**config.mk**
```make
export PLATFORM = sky130hd
export DESIGN_NAME = serial_subtractor
export DESIGN_NICKNAME = d
export VERILOG_FILES = /design/src/rtl/serial_arith_pkg.sv /design/src/rtl/full_subtractor_bit.sv /design/src/rtl/serial_subtractor.sv
export SDC_FILE = /design/constraint.sdc
export NUM_CORES = 1
export LEC_CHECK = 0
export BUFFER_PORTS_ARGS = -buffer_cell sky130_fd_sc_hd__buf_2
export CAP_MARGIN = 30
export CORE_UTILIZATION = 54
export DETAILED_ROUTE_END_ITERATION = 7
export GPL_TIMING_DRIVEN = 0
export PLACE_DENSITY = 0.83
export SYNTH_ARGS = -nofsm -noshare
export SYNTH_HDL_FRONTEND = slang
export SYNTH_SLANG_ARGS = --single-unit
```
**constraint.sdc**
```tcl
create_clock -name clk -period 2.1 [get_ports clk]
set_input_delay 0.21 -clock clk [delete_from_list [all_inputs] [get_ports clk]]
set_output_delay 0.21 -clock clk [all_outputs]
set_load 0.05 [all_outputs]
```
**src/rtl/serial_arith_pkg.sv**
```systemverilog
// Shared definitions for the bit-serial arithmetic blocks (subtractor now,
// adder later): FSM encoding and default operand width.
package serial_arith_pkg;

  localparam int DEFAULT_WIDTH = 8;

  typedef enum logic [1:0] {
    IDLE  = 2'd0,
    SHIFT = 2'd1,
    DONE  = 2'd2
  } state_t;

endpackage

```
**src/rtl/full_subtractor_bit.sv**
```systemverilog
// One-bit full subtractor: Diff = A - B - Bin, Bout set when the bit underflows.
// Two half-subtractor stages; either stage borrowing produces the borrow-out.
module full_subtractor_bit (
  input  logic A,
  input  logic B,
  input  logic Bin,
  output logic Diff,
  output logic Bout
);

  logic d1, b1, b2;

  assign d1   = A ^ B;
  assign b1   = ~A & B;
  assign Diff = d1 ^ Bin;
  assign b2   = ~d1 & Bin;
  assign Bout = b1 | b2;

endmodule

```
**src/rtl/serial_subtractor.sv**
```systemverilog
// Bit-serial WIDTH-bit subtractor: A - B - Borrow, one bit per clock LSB first,
// reusing a single full-subtractor slice and a borrow flip-flop.
module serial_subtractor
  import serial_arith_pkg::*;
#(
  parameter int WIDTH = DEFAULT_WIDTH
) (
  input  logic             clk,
  input  logic             reset,
  input  logic             Start,
  input  logic [WIDTH-1:0] Data_in_A,
  input  logic [WIDTH-1:0] Data_in_B,
  input  logic             Data_in_Borrow,
  output logic             Busy,
  output logic             Done,
  output logic [WIDTH-1:0] Data_out_Diff,
  output logic             Data_out_Borrow
);

  localparam int CW = $clog2(WIDTH + 1);

  state_t           state, state_nxt;
  logic [WIDTH-1:0] a_sr, b_sr, d_sr, d_nxt;
  logic             bor_ff;
  logic [CW-1:0]    cnt;
  logic             d, bnext, last;

  full_subtractor_bit u_slice (
    .A    (a_sr[0]),
    .B    (b_sr[0]),
    .Bin  (bor_ff),
    .Diff (d),
    .Bout (bnext)
  );

  // Difference bits enter at the MSB so the LSB lands at bit 0 after WIDTH shifts.
  generate
    if (WIDTH == 1) begin : g_w1
      assign d_nxt = d;
    end else begin : g_wn
      assign d_nxt = {d, d_sr[WIDTH-1:1]};
    end
  endgenerate

  assign last = (cnt == CW'(WIDTH - 1));

  always_comb begin
    state_nxt = state;
    case (state)
      IDLE:    if (Start) state_nxt = SHIFT;
      SHIFT:   if (last)  state_nxt = DONE;
      DONE:    state_nxt = IDLE;
      default: state_nxt = IDLE;
    endcase
  end

  always_ff @(posedge clk) begin
    if (reset) begin
      state           <= IDLE;
      a_sr            <= '0;
      b_sr            <= '0;
      d_sr            <= '0;
      bor_ff          <= 1'b0;
      cnt             <= '0;
      Data_out_Diff   <= '0;
      Data_out_Borrow <= 1'b0;
    end else begin
      state <= state_nxt;
      case (state)
        IDLE: if (Start) begin
          a_sr   <= Data_in_A;
          b_sr   <= Data_in_B;
          bor_ff <= Data_in_Borrow;
          cnt    <= '0;
        end
        SHIFT: begin
          a_sr   <= a_sr >> 1;
          b_sr   <= b_sr >> 1;
          d_sr   <= d_nxt;
          bor_ff <= bnext;
          cnt    <= cnt + 1'b1;
          if (last) begin
            Data_out_Diff   <= d_nxt;
            Data_out_Borrow <= bnext;
          end
        end
        default: ;
      endcase
    end
  end

  // Both are decodes of the state register, so Start never reaches them combinationally.
  assign Busy = (state == SHIFT) || (state == DONE);
  assign Done = (state == DONE);

endmodule
```
== Word-level counts from Yosys, hierarchy flattened ==
Index checks and enable logic that the tools add are counted.

* Register bits after elaboration: 40
* Output and inout port bits: 11
* Word-level logic and storage cells: 38

* Add/sub/neg operators: 1
* Equality and inequality tests: 5
* Muxes and demuxes: 11
* Bitwise gates (word level): 7
* Reductions and logical operators: 6

{| class="wikitable"
|+ Operators by type and width
! kind !! number
|-
| $pmux W8 S2 || 2
|-
| $mux W8 || 2
|-
| $pmux W4 S2 || 1
|-
| $reduce_and A2 Y1 || 3
|-
| $add A4 B1 Y4 const B || 1
|-
| $eq A4 B3 Y1 const B || 1
|-
| $mux W2 || 2
|-
| $mux W4 || 1
|-
| $ne A2 B2 Y1 const B || 2
|-
| $pmux W2 S2 || 1
|-
| $and A1 B1 Y1 || 2
|-
| $eq A2 B1 Y1 const B || 1
|-
| $eq A2 B2 Y1 const B || 1
|-
| $logic_not A2 Y1 || 1
|-
| $not A1 Y1 || 2
|-
| $pmux W1 S2 || 1
|-
| $reduce_bool A2 Y1 || 1
|-
| $xor A1 B1 Y1 || 2
|-
| $logic_or A1 B1 Y1 || 1
|-
| $mux W1 || 1
|-
| $or A1 B1 Y1 || 1
|}

== Depth between registers and ports, before layout ==
Gate-level depths: netlist (run 1).

* Depth after elaboration: 5
* Gate-level depth with buffers: 7

== Modules after synthesis ==
Synthesis (run 1) repeated with hierarchy kept, for this count alone.

* Cell total of the unflattened synthesis: 183
* Area total of the unflattened synthesis: 1692.9 µm²

{| class="wikitable"
|+ Modules (own cells, without submodules)
! module !! times used !! cells each !! area an instance (µm²)
|-
| serial_subtractor || 1 || 179 || 1661.6
|-
| full_subtractor_bit || 1 || 4 || 31.3
|}

== Worst setup path before layout (run 1) ==
No wires, ideal clock.

* Path type: flip-flop to flip-flop
* From: register state[0]
* To: register cnt[3]
* Data arrival time: 1.500 ns
* Required time: 2.026 ns
* Path slack: 0.526 ns
* Cell stages (with the launch flop): 6
* Path buffers: 0
* Cells stage by stage: dfxtp_1 -> inv_1 -> ha_1 -> mux2i_1 -> or4b_1 -> a31oi_1

* Cells in the longest elaborated chain, start to end: 3

{| class="wikitable"
|+ RTL lines
! what !! RTL line !! RTL
|-
| start, declared || serial_subtractor.sv:22 || <nowiki>state_t state, state_nxt;</nowiki>
|-
| start signal, assigned || serial_subtractor.sv:68 || <nowiki>state <= state_nxt;</nowiki>
|-
| $eq A2 B1 Y1 / $logic_not A2 Y1 (equally long branches) || serial_subtractor.sv:69 || <nowiki>case (state)</nowiki>
|-
| $reduce_bool A2 Y1 (no source line) / $ne A2 B2 Y1 (equally long branches) || -- ||
|-
| $reduce_and A2 Y1 (no source line) || -- ||
|-
| end signal, assigned || serial_subtractor.sv:81 || <nowiki>cnt <= cnt + 1'b1;</nowiki>
|-
| end, declared || serial_subtractor.sv:25 || <nowiki>logic [CW-1:0] cnt;</nowiki>
|}

Several ways; a longest one is shown, not always the timed one.
A chain may end at the register's enable or synchronous reset.

== Worst setup path after layout (run 1) ==
* From: register state[1]
* To: register cnt[3]

Same word-level chain as after synthesis.

==> results.md, run 1 <==
* Total power divided by cell area at 823.6 mW/mm^2
* Starting density of the core at 59.17%
* Finished Cell Area at approximately 0.0019 mm^2
* HPWL after DPL at 2373 um
* Final setup vio count at 0
* Max cap viols at 0
* Layout cell share with drive strength beyond 1 at 20.64%
* Skew-Pair Late Insertion Delay at between 0.3 and 0.4 ns
* Antenna Cells at 0
* WHS at between 0.1 and 0.15 ns
* Detailed-route wire length per cell at 12.81 um
* Min-delay src: Data_in_B[7]
* Hold Path Class: in -> reg
* Ys Warns at 0
* Synth area leaders: dfxtp_1, mux2i_1, a211oi_1
* Row cnt at 19
* I/O pin total at 31
* Origin of the worst setup path: state[1]
* Mapped Area at about 0.0017 mm^2
* CP endpoint kind: flip-flop
* CTS Sinks at 39
* Violations in the final reports: design-rule violations
* Max-slew headroom at 65.64%
* CP max stage delay at between 0.5 and 0.6 ns
* # Post-CTS Setup Buffers at 0
* Worst slew pin tran at 0.5010 ns
* Final Net Count at 243
* Final core occ at 67.63%
* CTS H-Tree Depth at 2
* Cell variety after synth at 25
* Fill count at 243
* Final Hold Fails at 0
* Post-synth top area share at 46.26%
* Routed Antenna Nets at 0
* Tcrit/Tclk final at a little over four fifths
* 1st-iter DRT viols at 72
* Post-CTS Hold Buffers at 0
* Post-synth top cells: dfxtp_1, mux2i_1, nor2_1
* Critical Path RT at 2.38 ns
* WS Path Type: reg -> reg
* CTS root buf: clkbuf_4
* Worst R2R Start: state[1]
* Final WL at 3190 um
* Final setup skew at 0.01185 ns
* Max IR drop VDD at 0.0005970 V
* Drt first pass iters at 6
* Total GRT Usage at approximately 21%
* TritonCTS clock tree: yes
* Clk pin slew, worst setup/hold paths at about 0.12 ns
* Core area at 0.002853 mm^2
* DRC Markers at 3
* Synth area leader: dfxtp_1
* Unrepaired setup endpoints after global routing: false
* Initial antenna violation count at 0
* Critical Path, Cell by Cell: inv_1, ha_1, buf_2, mux2i_1, or4b_1, a31oi_1
* Vias in the first global route at 1291
* Fmax at 0.5645 GHz
* EDFF count, synth at 0
* Setup WS pre-CTS at 0.3496 ns
* Syn_nets at 207
* #FFs+latches synth at 39
* Vias per cell at 5.494
* Synthesized area per cell at 9.325 um^2
* Layout area overhead at 14.31%
* Placer congestion estimate at 0.8017
* Total Power at 1.589 mW
* Top FF cell, synth: dfxtp_1
* Crit Path Max Fanout at 10
* TritonCTS buffer count at 5
* DR vias at 1368
* CP arrival at ~2 ns
* Post-Layout Cell Count at 249
* Kind of launch point of the worst setup path: flip-flop
* Input/output buffers at 29
* Leakage power figure at 0.8002 nW
* Max-slew violations at 0
* Post-synth ARST share at 0%
* Placed instance area at between 0.0015 and 0.002 mm^2
* Placed Instances at about 240
* Setup slack after layout at between 0.3 and 0.4 ns
* First-pass GRT wire length at 5547 um
* Clock Tree Buf Depth at 2
* Die Wd at 57.91 um
* Cell with the most instances after synthesis: dfxtp_1
* Clock period minus worst slack at 1.772 ns
* Die area at 0.003353 mm^2
* Status: finished, violations left
* Seq/Total Area, Yosys at 46.26%
* Mapped Cells at 181
* Setup TNS at 0 ns
* Chip height at 57.91 um
* CP max-delay cell: or4b_1
* Largest net degree at the start of global routing at 14
* Post-CTS resize count at 0
* GR Overflow Total at 0
-- final timing paths --
kind / to / slack (ns) / cells past startpoint
max: cnt[3] / 0.33 / 6
min: b_sr[7] / 0.13 / 3
max reg2reg: cnt[3] / 0.33 / 6
min reg2reg: Data_out_Diff[3] / 0.46 / 2
-- critical path: cells and delay by family (launching register included) --
family | cells | cell delay, ns
fa+ha+maj | 1 | 0.16
buf+inv | 2 | 0.29
mux | 1 | 0.20
compound gates | 1 | 0.18
simple gates | 1 | 0.55
flops | 1 | 0.34
-- cell type report --
type                       count  area (um^2)  share of cell area [%]
clock buffer                   5        37.54                   1.946
timing repair buffer          29        145.1                   7.523
sequential                    39        780.7                   40.47
buffer                        12        53.80                   2.789
clock inverter                 3        20.02                   1.038
tap                           31        38.79                   2.010
inverter                       6        22.52                   1.167
multi-input combinational    124        830.8                   43.06
-- cell usage in the layout, fill, tap and decap left out, types with 6 or more instances in the layout --
cell type / synthesis / layout
dfxtp_1: 39 / 39
buf_2: 7 / 36
mux2i_1: 24 / 24
nor2_1: 24 / 24
nand2_1: 22 / 22
a211oi_1: 16 / 16
a21oi_1: 12 / 12
inv_1: 6 / 6
-- flip-flops by register name (all words and copies together) (netlist names) --
name             count
Data_out_Borrow      1
Data_out_Diff        8
a_sr                 8
b_sr                 8
bor_ff               1
cnt                  4
d_sr                 7
state                2
-- where the power goes --
part | switching (mW) | internal, mW
sequential | 0.0379 | 0.804
clock | 0.250 | 0.128
combinational | 0.216 | 0.153
total | 0.504 | 1.08
-- routing by layer --
layer,vias to the layer above,share of wire (%),global-route usage [%]
li1,701,-,-
met1,620,46,26.80
met2,41,47,36.12
met3,6,5.6,4.688
met4,0,1.4,8.163
met5,-,0,0
-- cell families (layout without fill, tap and decap cells) --
group                      Yosys count  in the layout  synth area share, %
muxes                               25             25                14.90
adders and majority gates            6              6                4.893
and+or+nand+nor                     58             58                15.64
DFF                                 39             39                46.26
AOI/OAI and AO/OA                   35             35                13.79
buffers and inverters               18             55                4.522
Power figures use the tool's default switching activity.
==> run 2: changes to the inputs <==
==> constraint.sdc (replaced) <==
create_clock -name clk -period 1.8 [get_ports clk]
set_input_delay 0.18 -clock clk [delete_from_list [all_inputs] [get_ports clk]]
set_output_delay 0.18 -clock clk [all_outputs]
set_load 0.05 [all_outputs]
==> run 2 against run 1 <==
The run still ends with design-rule violations left. Largest cell class unchanged. Sequential power is 17% higher. First-iteration DRC count decreased by 17%. Sequential share of layout area decreased by 0.10 points. Die area is the same. Hold slack worse by 0.034 ns. Fmax is 3.9% higher. Combinational power up 18%. Via count grew 0.73%.
==> results.md, run 2 (same netlist as run 1, synthesis figures left out) <==
* CP endpoint kind: flip-flop
* Final WL at approximately 3200 um
* CP max-delay cell: or4b_1
* Switching power of the nets at about 0.59 mW
* Fmax at 0.5865 GHz
* Die area at approximately 0.0034 mm^2
* Violations in the final reports: design-rule violations
* Fill count at 245
* Final setup vio count at 0
* R2r setup slk at approximately 0.095 ns
* CP arrival at 1.99 ns
* # Post-CTS Setup Buffers at 0
* Origin of the worst setup path: state[0]
* TritonCTS buffer count at 5
* 1st-iter DRT viols at 60
* Seq pwr share at 52.8%
* Wl on met1 at around 1500 um
* Critical Path RT at 2.09 ns
* Reg2reg end: cnt[3]
* Commonest non-fill, non-tap cell in the layout: dfxtp_1
* Setup TNS at 0 ns
* Status: finished, violations left
* CP max stage delay at 0.52 ns
* P_int at between 1 and 1.5 mW
* Most frequent cells in the layout: dfxtp_1, buf_2, nor2_1
* Layout cell share with drive strength beyond 1 at 21.56%
* CTS Sinks at 39
* Total GRT Usage at between 20% and 30%
* GR Overflow Total at 0
* Max cap viols at 0
* Drt first pass iters at 8
* Largest net degree at the start of global routing at 14
* Input/output buffers at 29
* Core area at 0.002853 mm^2
* Crit Path Max Fanout at 7
* Worst setup path endpoint: cnt[3]
* Met2 wire len at 1481 um
* CTS root buf: clkbuf_4
* Clock period minus worst slack at 1.705 ns
* Vias in the first global route at between 1k and 1.5k
* DR vias at 1378
* WS Path Type: reg -> reg
* Worst R2R Path Depth at 5
* Worst path depth at 5
* Die Wd at 57.91 um
* First-pass GRT wire length at 5547 um
* Max-slew headroom at 68.20%
* Kind of launch point of the worst setup path: flip-flop
* Vias per cell at 5.534
* Leakage power figure at roughly 0.8 nW
* Critical Path, Cell by Cell: inv_1, ha_1, mux2i_2, or4b_1, a31oi_1
* Starting density of the core at 59.17%
* Met3 Wirelength at 188 um
* Skew-Pair Late Insertion Delay at 0.35 ns
* TritonCTS clock tree: yes
* Chip height at 57.91 um
* I/O pin total at 31
* Clock share of power at between 20% and 30%
* Max Used Layer: met4
* Row cnt at 19
* Largest regs: Data_out_Diff x8, a_sr x8, b_sr x8
* Final Net Count at 243
* Layout area overhead at 14.60%
* Detailed-route wire length per cell at 12.81 um
* Tcrit/Tclk final at 94.73%
* CTS H-Tree Depth at 2
* Max-slew violations at 0
* Max IR drop VDD at 0.0006941 V
* Worst Path Buf+Inv at 1
* Clock Tree Buf Depth at 2
* Final Hold Fails at 0
* Combinational share of power at between 20% and 30%
* Initial antenna violation count at 0
* WHS at ~0.096 ns
* Worst slew pin tran at 0.4770 ns
* CP delay by family, top: simple AND/OR/NAND/NOR gates
* HPWL after DPL at between 2000 and 2500 um
* Clk pin slew, worst setup/hold paths at 0.12 ns
* DRC Markers at 3
* Hold Path Class: in -> reg
* Worst R2R Start: state[0]
* Routed Antenna Nets at 0
* Placer congestion estimate at between 0.8 and 0.9
* Antenna Cells at 0
* Total power divided by cell area at 960.8 mW/mm^2
* Sw frac at 31.71%
* Final setup skew at 0.01240 ns
* Unrepaired setup endpoints after global routing: false
## run 2: cell counts in the layout (fill, tap and decap cells not counted)
Identical to the previous run, type by type.
## run 2: worst min-delay path, stage by stage
cell	delay (ns)
buf_2	0.10
nand3b_1	0.07
a21oi_1	0.06
## run 2: final cells by class
type | instances | area [um^2] | share of cell area (%)
multi-input cells | 124 | 834.6 | 43.14
flip-flops and latches | 39 | 780.7 | 40.36
repair buffers | 29 | 145.1 | 7.503
plain buffers | 12 | 55.05 | 2.846
well taps | 31 | 38.79 | 2.005
clock buffers | 5 | 37.54 | 1.940
inverters | 6 | 22.52 | 1.164
clock inverters | 3 | 20.02 | 1.035
## run 2: metal layers
metal / global-route usage [%] / vias up
li1: - / 699
met5: 0 / -
met4: 8.163 / 0
met3: 4.688 / 11
met1: 26.80 / 619
met2: 36.12 / 49
## run 2: power groups by stage
stage                     clock [mW]  combinational (mW)  sequential (mW)
after CTS                      0.448               0.432            0.982
after global placement             0               0.409            0.995
after floorplan                    0               0.342            0.989
after detailed placement           0               0.430             1.00
final                          0.440               0.437            0.981
after global routing           0.492               0.484            0.992
## run 2: how the worst min path moves through the flow
stage | cells after the start | endpoint | slack [ns] | from
after CTS | 3 | b_sr[7] | 0.09 | Data_in_B[7]
after floorplan | 2 | a_sr[7] | 0.34 | Data_in_A[7]
final | 3 | b_sr[7] | 0.1 | Data_in_B[7]
after detailed placement | 2 | Data_out_Diff[3] | 0.44 | Data_out_Diff[3]
after global routing | 3 | b_sr[7] | 0.1 | Data_in_B[7]
after global placement | 2 | Data_out_Diff[3] | 0.44 | Data_out_Diff[3]
## run 2: repair_timing
action	in CTS	in global routing
endpoints found under the setup margin	0	11
gates resized for setup	0	3
hold buffers	0	0
## run 2: per-stage QoR
stage	cell area [um^2]	std cells	power [mW]	util, %	setup slack (ns)
global placement	1872	241	1.405	65.61	0.1189
detailed placement	1872	241	1.432	65.61	0.04960
finish	1934	249	1.859	67.81	0.09482
CTS	1929	249	1.862	67.63	0.02244
floorplan	1688	181	1.331	-	0.2259
global route	1934	249	1.968	67.81	0.0008340
==> run 3: changes to the inputs <==
--- a/config.mk
+++ b/config.mk
@@ -10,6 +10,7 @@
 export CORE_UTILIZATION = 54
 export DETAILED_ROUTE_END_ITERATION = 7
 export GPL_TIMING_DRIVEN = 0
+export MAX_ROUTING_LAYER = met4
 export PLACE_DENSITY = 0.83
 export SYNTH_ARGS = -nofsm -noshare
 export SYNTH_HDL_FRONTEND = slang
==> constraint.sdc (replaced) <==
create_clock -name clk -period 1.9 [get_ports clk]
set_input_delay 0.19 -clock clk [delete_from_list [all_inputs] [get_ports clk]]
set_output_delay 0.19 -clock clk [all_outputs]
set_load 0.05 [all_outputs]
==> run 3 against run 2 <==
The flow still finishes with violations (design-rule violations). Largest cell class unchanged. Highest routed layer unchanged. Sequential power is 5.2% lower. Largest power group unchanged. Utilization is 0.18 points lower. Final cell count stayed put. Fmax is 3.6% lower. Clock skew is 0.0011 ns higher.
==> results.md, run 3 (same netlist as run 1, synthesis figures left out) <==
* Status: finished, violations left
* Violations in the final reports: design-rule violations
* TritonCTS buffer count at 5
* Routed Antenna Nets at 0
* Unrepaired setup endpoints after global routing: false
* Total power divided by cell area at 909.0 mW/mm^2
* Max-slew headroom at 65.09%
* Core area at 0.002853 mm^2
* Post-CTS resize count at 0
* Final Hold Fails at 0
* Initial antenna violation count at 0
* Placer congestion estimate at 0.8132
* Clock period minus worst slack at 1.769 ns
* Setup TNS at 0 ns
* Hold Path Class: in -> reg
* Final core occ at 67.63%
* CTS H-Tree Depth at 2
* Chip height at 57.91 um
* Clock Tree Buf Depth at 2
* Final WL at roughly 3200 um
* Post-CTS Hold Buffers at 0
* Row cnt at 19
* Clock share of power at between 20% and 30%
* Switching power of the nets at 0.5549 mW
* Total GRT Usage at 22.09%
* Worst slew pin tran at 0.5091 ns
* Starting density of the core at 59.17%
* Max IR drop VDD at 0.0006587 V
* Origin of the worst setup path: state[1]
* Finished Cell Area at 0.001929 mm^2
* Final setup vio count at 0
* Min-delay src: Data_in_B[7]
* Layout cell share with drive strength beyond 1 at 20.64%
* Leakage power figure at 0.8002 nW
* CTS Sinks at 39
* DRC Markers at 3
* Detailed-route wire length per cell at 12.86 um
* Die Wd at roughly 58 um
* First-pass GRT wire length at 5540 um
* Fmax at 0.5654 GHz
* Final Net Count at approximately 240
* Kind of launch point of the worst setup path: flip-flop
* Vias per cell at 5.502
* CTS root buf: clkbuf_4
* Placed instance area at 0.001872 mm^2
* Worst R2R Start: state[1]
* Crit Path Max Fanout at 10
* Antenna Cells at 0
* WS Path Type: reg -> reg
* P_int at between 1 and 1.5 mW
* Commonest non-fill, non-tap cell in the layout: dfxtp_1
* Sw frac at a little under a third
* Input/output buffers at 29
* # Post-CTS Setup Buffers at 0
* GR Overflow Total at 0
* Die area at 0.003353 mm^2
* Clk pin slew, worst setup/hold paths at 0.12 ns
* Largest regs: Data_out_Diff x8, a_sr x8, b_sr x8
* HPWL after DPL at 2373 um
* CP arrival at 2.05 ns
* Drt first pass iters at 6
* Critical Path RT at 2.18 ns
* 1st-iter DRT viols at 72
* R2r setup slk at approximately 0.13 ns
* DR vias at approximately 1.4k
* Most frequent cells in the layout: dfxtp_1, buf_2, mux2i_1, nor2_1, nand2_1
* I/O pin total at 31
* Max cap viols at 0
* Max-slew violations at 0
* TritonCTS clock tree: yes
* Combinational share of power at 23.3%
* Vias in the first global route at 1292
* Layout area overhead at 14.31%
* Largest net degree at the start of global routing at 14
* Skew-Pair Late Insertion Delay at 0.35 ns
* Tcrit/Tclk final at 93.09%
* Final setup skew at 0.01354 ns
* Seq pwr share at ~53%
* CP endpoint kind: flip-flop
==> run 3: cell counts in the layout (fill, tap and decap cells not counted) <==
Identical to the previous run, type by type.
==> run 3: per-stage QoR <==
stage	setup slack, ns	hold slack (ns)	instances	total power [mW]
final	0.1312	0.1117	249	1.754
after global routing	0.02050	0.1052	249	1.860
after CTS	0.1224	0.09925	249	1.764
after detailed placement	0.1496	0.4438	241	1.357
after global placement	0.2189	0.4388	241	1.331
after floorplan	0.3259	0.3542	181	1.261
==> run 3: path summary, 6_finish.rpt <==
kind,endpoint,depth (start not counted)
worst max-delay path,cnt[3],6
worst min-delay path,b_sr[7],3
worst max register to register,cnt[3],6
worst min register to register,Data_out_Diff[3],2
==> run 3: power groups by stage <==
stage / Sequential, mW / Clock [mW] / Combinational (mW)
floorplan: 0.937 / 0 / 0.324
global placement: 0.943 / 0 / 0.388
detailed placement: 0.949 / 0 / 0.408
CTS: 0.930 / 0.424 / 0.409
global route: 0.940 / 0.466 / 0.454
finish: 0.930 / 0.415 / 0.408
==> run 3: cell type report <==
| class | count | area, um^2 |
|---|---|---|
| plain buffers | 12 | 53.80 |
| fillers | 243 | 923.4 |
| multi-input cells | 124 | 830.8 |
| inverters | 6 | 22.52 |
| well taps | 31 | 38.79 |
| clock buffers | 5 | 37.54 |
| clock inverters | 3 | 20.02 |
| repair buffers | 29 | 145.1 |
| flip-flops and latches | 39 | 780.7 |
==> run 3: routing by layer <==
layer	track usage [%]	vias to the layer above	routed length (um)
met2	36.12	47	1504
met3	4.688	7	191
met4	8.163	0	54
met1	26.80	616	1452
li1	-	700	-
met5	-	-	0
==> run 3: worst max-delay path, cell delays in order (launching register included) <==
cell and delay [ns]:
dfxtp_1 0.34, inv_1 0.10, ha_1 0.16, buf_2 0.19, mux2i_1 0.20, or4b_1 0.55, a31oi_1 0.17
